===== config.mk =====
export PLATFORM = sky130hd
export DESIGN_NAME = clk_div_multi
export DESIGN_NICKNAME = d
export VERILOG_FILES = /design/src/rtl/clk_div_pkg.sv /design/src/rtl/clk_div_channel.sv /design/src/rtl/clk_div_multi.sv
export SDC_FILE = /design/constraint.sdc
export NUM_CORES = 1
export LEC_CHECK = 0
export BUFFER_PORTS_ARGS = -buffer_cell sky130_fd_sc_hd__buf_2
export CAP_MARGIN = 10
export CORE_ASPECT_RATIO = 2
export CORE_UTILIZATION = 34
export DETAILED_ROUTE_END_ITERATION = 7
export GPL_TIMING_DRIVEN = 0
export PLACE_DENSITY = 0.48
export SETUP_SLACK_MARGIN = 0.15
export SYNTH_ARGS = -nofsm -noshare
export SYNTH_HDL_FRONTEND = slang
export SYNTH_SLANG_ARGS = --single-unit

===== constraint.sdc =====
create_clock -name clk_in -period 3.7 [get_ports clk_in]
set_input_delay 0 -clock clk_in [delete_from_list [all_inputs] [get_ports clk_in]]
set_output_delay 0 -clock clk_in [all_outputs]
set_load 0.1 [all_outputs]

===== src/rtl/clk_div_pkg.sv =====
`default_nettype none
// +----------------------------------------------------------------------------+
// | Package : clk_div_pkg                                                      |
// | Shared constants, per-channel ratio record and channel-index width helper  |
// | for the multi-channel clock-enable generator (clk_div_multi).              |
// | Revision: 1.0 - initial release                                            |
// +----------------------------------------------------------------------------+
package clk_div_pkg;

  // Supported channel count range
  localparam int unsigned CLK_DIV_NUM_CH_MIN  = 1;
  localparam int unsigned CLK_DIV_NUM_CH_MAX  = 16;

  // Ratio loaded into every channel at reset
  localparam int unsigned CLK_DIV_DEFAULT_DIV = 200;

  // Storage width of the ratio record; WIDTH must not exceed this
  localparam int unsigned CLK_DIV_MAX_WIDTH   = 32;

  // Per-channel ratio state: active ratio, staged ratio and its valid flag
  typedef struct packed {
    logic [CLK_DIV_MAX_WIDTH-1:0] div;
    logic [CLK_DIV_MAX_WIDTH-1:0] shadow;
    logic                         pending;
  } ch_cfg_t;

  // Channel-select width: at least one bit even for a single channel
  function automatic int unsigned clk_div_ch_w(input int unsigned num_ch);
    return (num_ch <= 32'd1) ? 32'd1 : 32'($clog2(num_ch));
  endfunction

endpackage
`default_nettype wire


===== src/rtl/clk_div_channel.sv =====
`default_nettype none
// +----------------------------------------------------------------------------+
// | Module  : clk_div_channel                                                  |
// | One divider channel: period counter, shadow/pending ratio update applied   |
// | only at period wrap (or while disabled), registered tick and, when         |
// | DIV_WAVE_OUT_EN is defined, a registered ~50% duty divided waveform.       |
// | Revision: 1.0 - initial release                                            |
// +----------------------------------------------------------------------------+
module clk_div_channel
  import clk_div_pkg::*;
#(
  parameter int unsigned WIDTH       = 16,
  parameter int unsigned DEFAULT_DIV = CLK_DIV_DEFAULT_DIV
) (
  input  logic             clk_in,
  input  logic             rst_n,
  input  logic             en_in,
  input  logic             load_in,
  input  logic [WIDTH-1:0] load_div_in,
  output logic             pending_out,
  output logic             tick_out
`ifdef DIV_WAVE_OUT_EN
  ,
  output logic             div_out
`endif
);

  localparam ch_cfg_t CFG_RST = '{
    div:     CLK_DIV_MAX_WIDTH'(DEFAULT_DIV),
    shadow:  CLK_DIV_MAX_WIDTH'(DEFAULT_DIV),
    pending: 1'b0
  };

  ch_cfg_t                      cfg_q, cfg_d;
  logic [WIDTH-1:0]             cnt_q, cnt_d;
  logic                         tick_q, tick_d;
  logic [CLK_DIV_MAX_WIDTH-1:0] w_cnt_ext;
  logic                         w_wrap;
  logic                         w_apply;

  assign w_cnt_ext = CLK_DIV_MAX_WIDTH'(cnt_q);
  assign w_wrap    = (w_cnt_ext == (cfg_q.div - CLK_DIV_MAX_WIDTH'(1)));
  // A staged ratio only lands on a period boundary, or immediately while idle
  assign w_apply   = cfg_q.pending & (~en_in | w_wrap);

  // Next-state: count, wrap/tick, staged-ratio promotion, then new request capture
  always_comb begin
    cfg_d  = cfg_q;
    cnt_d  = cnt_q;
    tick_d = 1'b0;
    if (!en_in) begin
      cnt_d = '0;
    end else if (w_wrap) begin
      cnt_d  = '0;
      tick_d = 1'b1;
    end else begin
      cnt_d = cnt_q + WIDTH'(1);
    end
    if (w_apply) begin
      cfg_d.div     = cfg_q.shadow;
      cfg_d.pending = 1'b0;
    end
    // Top only loads when this channel had nothing pending, so no conflict with w_apply
    if (load_in) begin
      cfg_d.shadow  = CLK_DIV_MAX_WIDTH'(load_div_in);
      cfg_d.pending = 1'b1;
    end
  end

  // State registers
  always_ff @(posedge clk_in or negedge rst_n) begin
    if (!rst_n) begin
      cfg_q  <= CFG_RST;
      cnt_q  <= '0;
      tick_q <= 1'b0;
    end else begin
      cfg_q  <= cfg_d;
      cnt_q  <= cnt_d;
      tick_q <= tick_d;
    end
  end

  assign pending_out = cfg_q.pending;
  assign tick_out    = tick_q;

`ifdef DIV_WAVE_OUT_EN
  logic                         div_out_q, div_out_d;
  logic [CLK_DIV_MAX_WIDTH-1:0] w_half;

  // ceil(div/2) of the ratio in force after this edge
  assign w_half = (cfg_d.div + CLK_DIV_MAX_WIDTH'(1)) >> 1;

  // Waveform: set on every tick, cleared when the count reaches ceil(div/2)
  always_comb begin
    div_out_d = div_out_q;
    if (!en_in) begin
      div_out_d = 1'b0;
    end else if (w_wrap) begin
      div_out_d = 1'b1;
    end else if (CLK_DIV_MAX_WIDTH'(cnt_d) == w_half) begin
      div_out_d = 1'b0;
    end
  end

  // Waveform register
  always_ff @(posedge clk_in or negedge rst_n) begin
    if (!rst_n) begin
      div_out_q <= 1'b0;
    end else begin
      div_out_q <= div_out_d;
    end
  end

  assign div_out = div_out_q;
`endif

endmodule
`default_nettype wire


===== src/rtl/clk_div_multi.sv =====
`default_nettype none
// +----------------------------------------------------------------------------+
// | Module  : clk_div_multi                                                    |
// | NUM_CH runtime-programmable clock-enable generators on one system clock.   |
// | Decodes the valid/ready ratio-configuration port, flags rejected requests  |
// | on cfg_err and fans accepted ratios out to the channels.                   |
// | Optional feature macro: DIV_WAVE_OUT_EN (adds div_out waveform port).      |
// | Revision: 1.0 - initial release                                            |
// +----------------------------------------------------------------------------+
module clk_div_multi
  import clk_div_pkg::*;
#(
  parameter int unsigned NUM_CH      = 2,
  parameter int unsigned WIDTH       = 16,
  parameter int unsigned DEFAULT_DIV = CLK_DIV_DEFAULT_DIV
) (
  input  logic                              clk_in,
  input  logic                              rst_n,
  input  logic [NUM_CH-1:0]                 ch_en_in,
  input  logic                              cfg_valid,
  output logic                              cfg_ready,
  input  logic [clk_div_ch_w(NUM_CH)-1:0]   cfg_ch,
  input  logic [WIDTH-1:0]                  cfg_div,
  output logic                              cfg_err,
  output logic [NUM_CH-1:0]                 tick_out
`ifdef DIV_WAVE_OUT_EN
  ,
  output logic [NUM_CH-1:0]                 div_out
`endif
);

  localparam int unsigned CH_W    = clk_div_ch_w(NUM_CH);
  localparam int unsigned CH_SPAN = 2 ** CH_W;

  if ((NUM_CH < CLK_DIV_NUM_CH_MIN) || (NUM_CH > CLK_DIV_NUM_CH_MAX) ||
      (WIDTH > CLK_DIV_MAX_WIDTH)) begin : g_bad_params
    $error("clk_div_multi: NUM_CH or WIDTH out of supported range");
  end

  logic [NUM_CH-1:0]  w_pending;
  logic [CH_SPAN-1:0] w_pending_pad;
  logic [NUM_CH-1:0]  w_load;
  logic               w_ch_ok;
  logic               w_accept;
  logic               w_bad;
  logic               cfg_err_q, cfg_err_d;

  assign w_ch_ok = (32'(cfg_ch) < NUM_CH);

  // Pad pending flags to the full index range so any cfg_ch value is a legal select
  always_comb begin
    w_pending_pad               = '0;
    w_pending_pad[NUM_CH-1:0]   = w_pending;
  end

  // An out-of-range index is always ready so it is consumed (and rejected), never stuck
  assign cfg_ready = w_ch_ok ? ~w_pending_pad[cfg_ch] : 1'b1;
  assign w_accept  = cfg_valid & cfg_ready;
  assign w_bad     = (cfg_div == '0) | ~w_ch_ok;

  // Error pulse for an accepted but discarded request
  always_comb begin
    cfg_err_d = w_accept & w_bad;
  end

  // Error pulse register
  always_ff @(posedge clk_in or negedge rst_n) begin
    if (!rst_n) begin
      cfg_err_q <= 1'b0;
    end else begin
      cfg_err_q <= cfg_err_d;
    end
  end

  assign cfg_err = cfg_err_q;

  for (genvar i = 0; i < NUM_CH; i++) begin : g_ch
    assign w_load[i] = w_accept & ~w_bad & (cfg_ch == CH_W'(i));

    clk_div_channel #(
      .WIDTH       (WIDTH),
      .DEFAULT_DIV (DEFAULT_DIV)
    ) u_channel (
      .clk_in      (clk_in),
      .rst_n       (rst_n),
      .en_in       (ch_en_in[i]),
      .load_in     (w_load[i]),
      .load_div_in (cfg_div),
      .pending_out (w_pending[i]),
      .tick_out    (tick_out[i])
`ifdef DIV_WAVE_OUT_EN
      ,
      .div_out     (div_out[i])
`endif
    );
  end

endmodule
`default_nettype wire

* After elaboration in Yosys (flattened, before gate mapping)
Cells that the tools add are included.
** Word-level totals
- Flip-flop bits (word level) :: 101
- Bits of input ports :: 22
** Cells by class
- Add/sub/neg operators :: 4
- Order comparisons :: 1
- Equality and inequality tests :: 2
- Muxes and demuxes :: 14
- Bitwise operators :: 14
- Reductions and logical operators :: 3
** Operators by type and width (count)
- 16-bit by 32-bit == test with 1-bit output :: 2
- 16-bit two-way mux :: 4
- 16-bit by 1-bit subtractor with 17-bit output (second input constant) :: 2
- 16-bit by 1-bit adder with 16-bit output (second input constant) :: 2
- 16-bit logical NOT :: 1
- 1-bit two-way mux :: 10
- 1-bit bitwise AND :: 7
- 1-bit NOT :: 5
- 2-bit nonzero test :: 2
- 1-bit by 2-bit less-than comparator with 1-bit output (second input constant) :: 1
- 1-bit OR :: 2

* Logic depth before layout (Yosys ltp)
- Word-level depth :: 7
- Depth in mapped cells :: 11
- Mapped depth without buffers :: 9

* Cells and area by module
A second synthesis with hierarchy kept.
** Unflattened totals
- Cells, all modules :: 542
- Area, all modules :: 5700.5 sq um
** By module, submodules not included
- clk_div_channel :: times used 2, cells each 265, area an instance 2800.2 sq um, sequential area each 1258.7 sq um
- clk_div_multi :: times used 1, cells each 12, area an instance 100.1 sq um, sequential area each 25.0 sq um

* Worst setup path before layout
No wires, ideal clock.
- Path type :: register -> register
- From :: reg g_ch[1].u_channel.cfg_q[41] (netlist name)
- To :: reg g_ch[1].u_channel.cfg_q[38] (netlist name)
- Setup time :: 0.125 ns
- Data arrival time :: 2.678 ns
- Path slack :: 0.897 ns
- Stages on the path, launching flop included :: 10
- Path buffers :: 2
- Clock period less this slack :: 2.803 ns
- Cell sequence :: dfrtp_1 or4_1 or3_1 mux2i_1 nor4_1 o2111ai_1 o31a_1 buf_6 buf_6 mux2_4
** Between the ends
- Cells in the longest elaborated chain, start to end :: 4
** RTL lines
- start, declared :: line clk_div_channel.sv:34 : ch_cfg_t cfg_q, cfg_d;
- start signal, assigned :: line clk_div_channel.sv:77 : cfg_q <= cfg_d;
- 16-bit by 1-bit subtractor with 17-bit output :: line clk_div_channel.sv:42 : assign w_wrap = (w_cnt_ext == (cfg_q.div - CLK_DIV_MAX_WIDTH'(1)));
- 16-bit by 32-bit == test with 1-bit output :: line clk_div_channel.sv:42
- 1-bit OR :: line clk_div_channel.sv:44 : assign w_apply = cfg_q.pending & (~en_in | w_wrap);
- 1-bit bitwise AND :: line clk_div_channel.sv:44
No other way between the ends.
A chain may end at the register's enable or synchronous reset.

* Final worst setup path
- From :: reg g_ch[1].u_channel.cfg_q[42] (netlist name)
- To :: reg g_ch[1].u_channel.cnt_q[11]
** Between the ends
- Cells in the longest elaborated chain, start to end :: 4
** RTL lines
- 16-bit by 1-bit subtractor with 17-bit output :: line clk_div_channel.sv:42
- 16-bit by 32-bit == test with 1-bit output :: line clk_div_channel.sv:42
- 16-bit two-way mux :: line clk_div_channel.sv:53 : end else if (w_wrap) begin
- 16-bit two-way mux :: line clk_div_channel.sv:51 : if (!en_in) begin
- via g_ch[1].u_channel.cnt_d[11] :: line clk_div_channel.sv:35 : logic [WIDTH-1:0] cnt_q, cnt_d;
- end signal, assigned :: line clk_div_channel.sv:78 : cnt_q <= cnt_d;
- end, declared :: line clk_div_channel.sv:35
The timed path passes the listed nets, and every way through them passes these cells.

==> results.cfg <==
[power_and_ir_drop]
power_switching_w = 0.00110
power_frac_seq = 0.460
combPwrFrac = 0.254
p_int_w = 0.00218
sw_frac_of_total = 0.335
finalPower_w = 0.00328
p_leak_nw = 2.88
power.density_mw_per_mm2 = 488
ir_drop_uv = 204
clock_power_share = 0.286

[min_path]
min_path_type = primary input to register
holdPathStages = 4
min_to = cfg_err
hold_start = cfg_ch

[clock_network]
cts_buffers = 9
cts_sinks = 101
clk_pin_slew_ps = 80
root_buffer = clkbuf_16
htreeDepth = 3
cts.path.max_buffers = 2
cts_tree = done
clock_latency_ps = 350

[route]
drc = 0
postRouteAntennaNets = 0
num_vias = 4638
drt_iter0_drc = 210
vias_per_cell = 5.34
drtPass1Iterations = 5
wl_per_cell_um = 18.7
wl_um = 16300

[die]
start_util = 0.347
rows = 67
die_h_um = 187
die_w_um = 94.3
coreArea_sq_mm = 0.0167
die-area_sq_mm = 0.0176
io_pins = 26

[logic_synthesis]
yosysTopAreaCell = dfrtp_1
yosysWarnings = 0
synthTopCellsByArea = dfrtp_1 38%, mux2_2 7.4%, dfstp_2 5.4%
synth_edf_count = 0
ys_types = 56
synth.avg_cell_area_sq_um = 9.65
syn_inst = 601
seq_area_frac_synth = 0.439
synthDominantCellAreaShare = 0.384
synth.most_common_cell = dfrtp_1
synthTopCellsByCount = 89 x dfrtp_1, 56 x nand2_1, 49 x nand3_1, 39 x nor2_1, 38 x mux2_2
synthFlopType = dfrtp_1
synthArstFlopShare = 1.00
syn_nets = 627
ys_ff_latch = 101
syn_area_sq_mm = 0.00580

[setup_path]
crit_fanout = 10
reg2reg_depth = 8
cpLargestDelayFamily = simple AND/OR/NAND/NOR gates
slowest_stage = o21ai_1
timing.critical_path.buf_inv = 1
critPathMaxStageDelay_ps = 610
ff2ff_setup_slack_ps = 340
arrival_ps = 3600
path_cells = or4_1 -> or3_1 -> mux2i_1 -> nor4_1 -> o2111ai_1 -> o21ai_1 -> buf_2 -> nor2_1
rr_startpoint = g_ch[1].u_channel.cfg_q[42]
crit_type = register to register
required_ps = 3940
start_kind = register
crit_path_end_kind = register
reg2reg_to = g_ch[1].u_channel.cnt_q[11]

[sta]
hold_viol = 0
clock.fmax_mhz = 297
worstMarginPinSlew_ps = 695
finalClockSkew_ps = 11.0
slew_headroom = 0.534
setup_tns_ps = 0
rsz0062_at_grt = false
worst_hold_slack_ps = 95.1
finalSetupViolCount = 0
drv_slew = 0
final.period_utilization = 0.909
fin_crit_ps = 3360

[final_layout]
instances_no_fill = 869
diodes = 0
fillCellCount = 1700
drive_above_1_share = 0.187
area_delta_synth_final_pct = 15.9
nets = 683
regArea_sq_mm = 0.00254
multiInputGateArea_sq_mm = 0.00302

[grt]
grt_max_degree = 60
grt_util_all_layers = 0.196
antenna_found_initial = 0
gr-total-overflow = 0
first_global_vias = 4881
grt_pass1_wl_um = 26000

[run_status]
outcome = finished clean

[placed_design]
place_inst = 833
hpwl_um = 12600
portBuffers = 24
gp_congestion = 0.861

[job]
cap_violations = 0
[routing by layer]
metal  share of wire  wire (um)  up-vias  track usage
li1                -          -     2233            -
met1            0.34       5580     2252        0.187
met2            0.58       9470      114        0.383
met3           0.028        452       39       0.0224
met4           0.048        774        0        0.112
met5               0          0        -            0
[power by group through the flow]
stage	Clock (W)	Combinational (W)	Sequential [W]
after floorplan	0	0.000624	0.00146
after global placement	0	0.000794	0.00152
after detailed placement	0	0.000814	0.00153
after CTS	0.000969	0.000836	0.00151
after global routing	0.00101	0.000915	0.00154
final	0.000938	0.000832	0.00151
[flip-flops by register name (all words and copies together), names as in the netlist]
signal	cells
g_ch.u_channel.tick_out	2
g_ch.u_channel.pending_out	2
g_ch.u_channel.cfg_q	64
cfg_err	1
g_ch.u_channel.cnt_q	32
[placed cells by master (no fill, tap or decap), types with 4 or more instances in the layout]
| master | synthesis | layout |
|---|---|---|
| a31oi_1 | 22 | 22 |
| and3_1 | 19 | 19 |
| buf_2 | 3 | 26 |
| buf_4 | 2 | 4 |
| clkbuf_1 | 25 | 24 |
| clkbuf_16 | 0 | 9 |
| dfrtp_1 | 89 | 89 |
| dfstp_2 | 12 | 12 |
| dlygate4sd3_1 | 0 | 19 |
| ha_1 | 4 | 4 |
| inv_1 | 27 | 27 |
| mux2_2 | 38 | 38 |
| mux2_4 | 10 | 10 |
| mux2i_1 | 9 | 9 |
| nand2_1 | 56 | 56 |
| nand2b_1 | 7 | 7 |
| nand3_1 | 49 | 49 |
| nand4_1 | 14 | 14 |
| nor2_1 | 39 | 38 |
| nor3_1 | 10 | 9 |
| nor3b_1 | 4 | 4 |
| nor4_1 | 13 | 13 |
| o21ai_0 | 21 | 21 |
| or3_1 | 19 | 19 |
| xnor2_1 | 36 | 36 |
| xor2_1 | 28 | 28 |
[layout make-up]
type | instances | area share
clock inverters | 6 | 0.00838
multi-input cells | 439 | 0.449
inverters | 27 | 0.0151
clock buffers | 10 | 0.0341
repair buffers | 45 | 0.0518
well taps | 207 | 0.0385
flip-flops and latches | 101 | 0.378
plain buffers | 34 | 0.0244
[logic make-up (layout without fill, tap and decap cells)]
family | after synthesis | after routing | share of synthesized area
buffers and inverters | 61 | 122 | 0.0453
flip-flops | 101 | 101 | 0.439
multiplexers | 57 | 57 | 0.115
adder cells (fa/ha/maj) | 4 | 4 | 0.00863
AND/OR/NAND/NOR | 248 | 248 | 0.223
XOR/XNOR | 64 | 64 | 0.0967
AO/OA/AOI/OAI | 66 | 66 | 0.0721
[stage by stage]
stage | utilization | worst slack (ps) | area, sq um
detailed placement | 0.372 | -250 | 6210
global route | 0.403 | 158 | 6720
CTS | 0.401 | 231 | 6690
floorplan | - | 897 | 5800
finish | 0.403 | 336 | 6720
global placement | 0.370 | -265 | 6180
[worst min-delay path, cell delays in order]
cell and delay (ps):
buf_2 130, mux2i_1 140, nand2_1 90, nor2_1 50
[worst max-delay path by stage]
stage / start / end / slack [ps] / cells after the start
2_1_floorplan: g_ch[1].u_channel.cfg_q[41] / g_ch[1].u_channel.cfg_q[38] / 900 / 9
3_3_place_gp: g_ch[0].u_channel.cfg_q[33] / g_ch[0].u_channel.cfg_q[43] / -260 / 11
3_5_place_dp: g_ch[0].u_channel.cfg_q[33] / g_ch[0].u_channel.cfg_q[43] / -250 / 11
4_1_cts: g_ch[0].u_channel.cfg_q[33] / g_ch[0].u_channel.cfg_q[43] / 230 / 11
5_1_grt: g_ch[0].u_channel.cfg_q[33] / g_ch[0].u_channel.cnt_q[12] / 160 / 10
6_report: g_ch[1].u_channel.cfg_q[42] / g_ch[1].u_channel.cnt_q[11] / 340 / 8
[what timing repair did]
action / 4_1_cts / 5_1_grt
setup endpoints to repair: 25 / 25
endpoints found under the hold margin: 74 / 0
pin swaps: 0 / 1
gates resized for setup: 3 / 4
buffers inserted: 0 / 1
hold buffers: 19 / 0
Power figures use the tool's default switching activity.
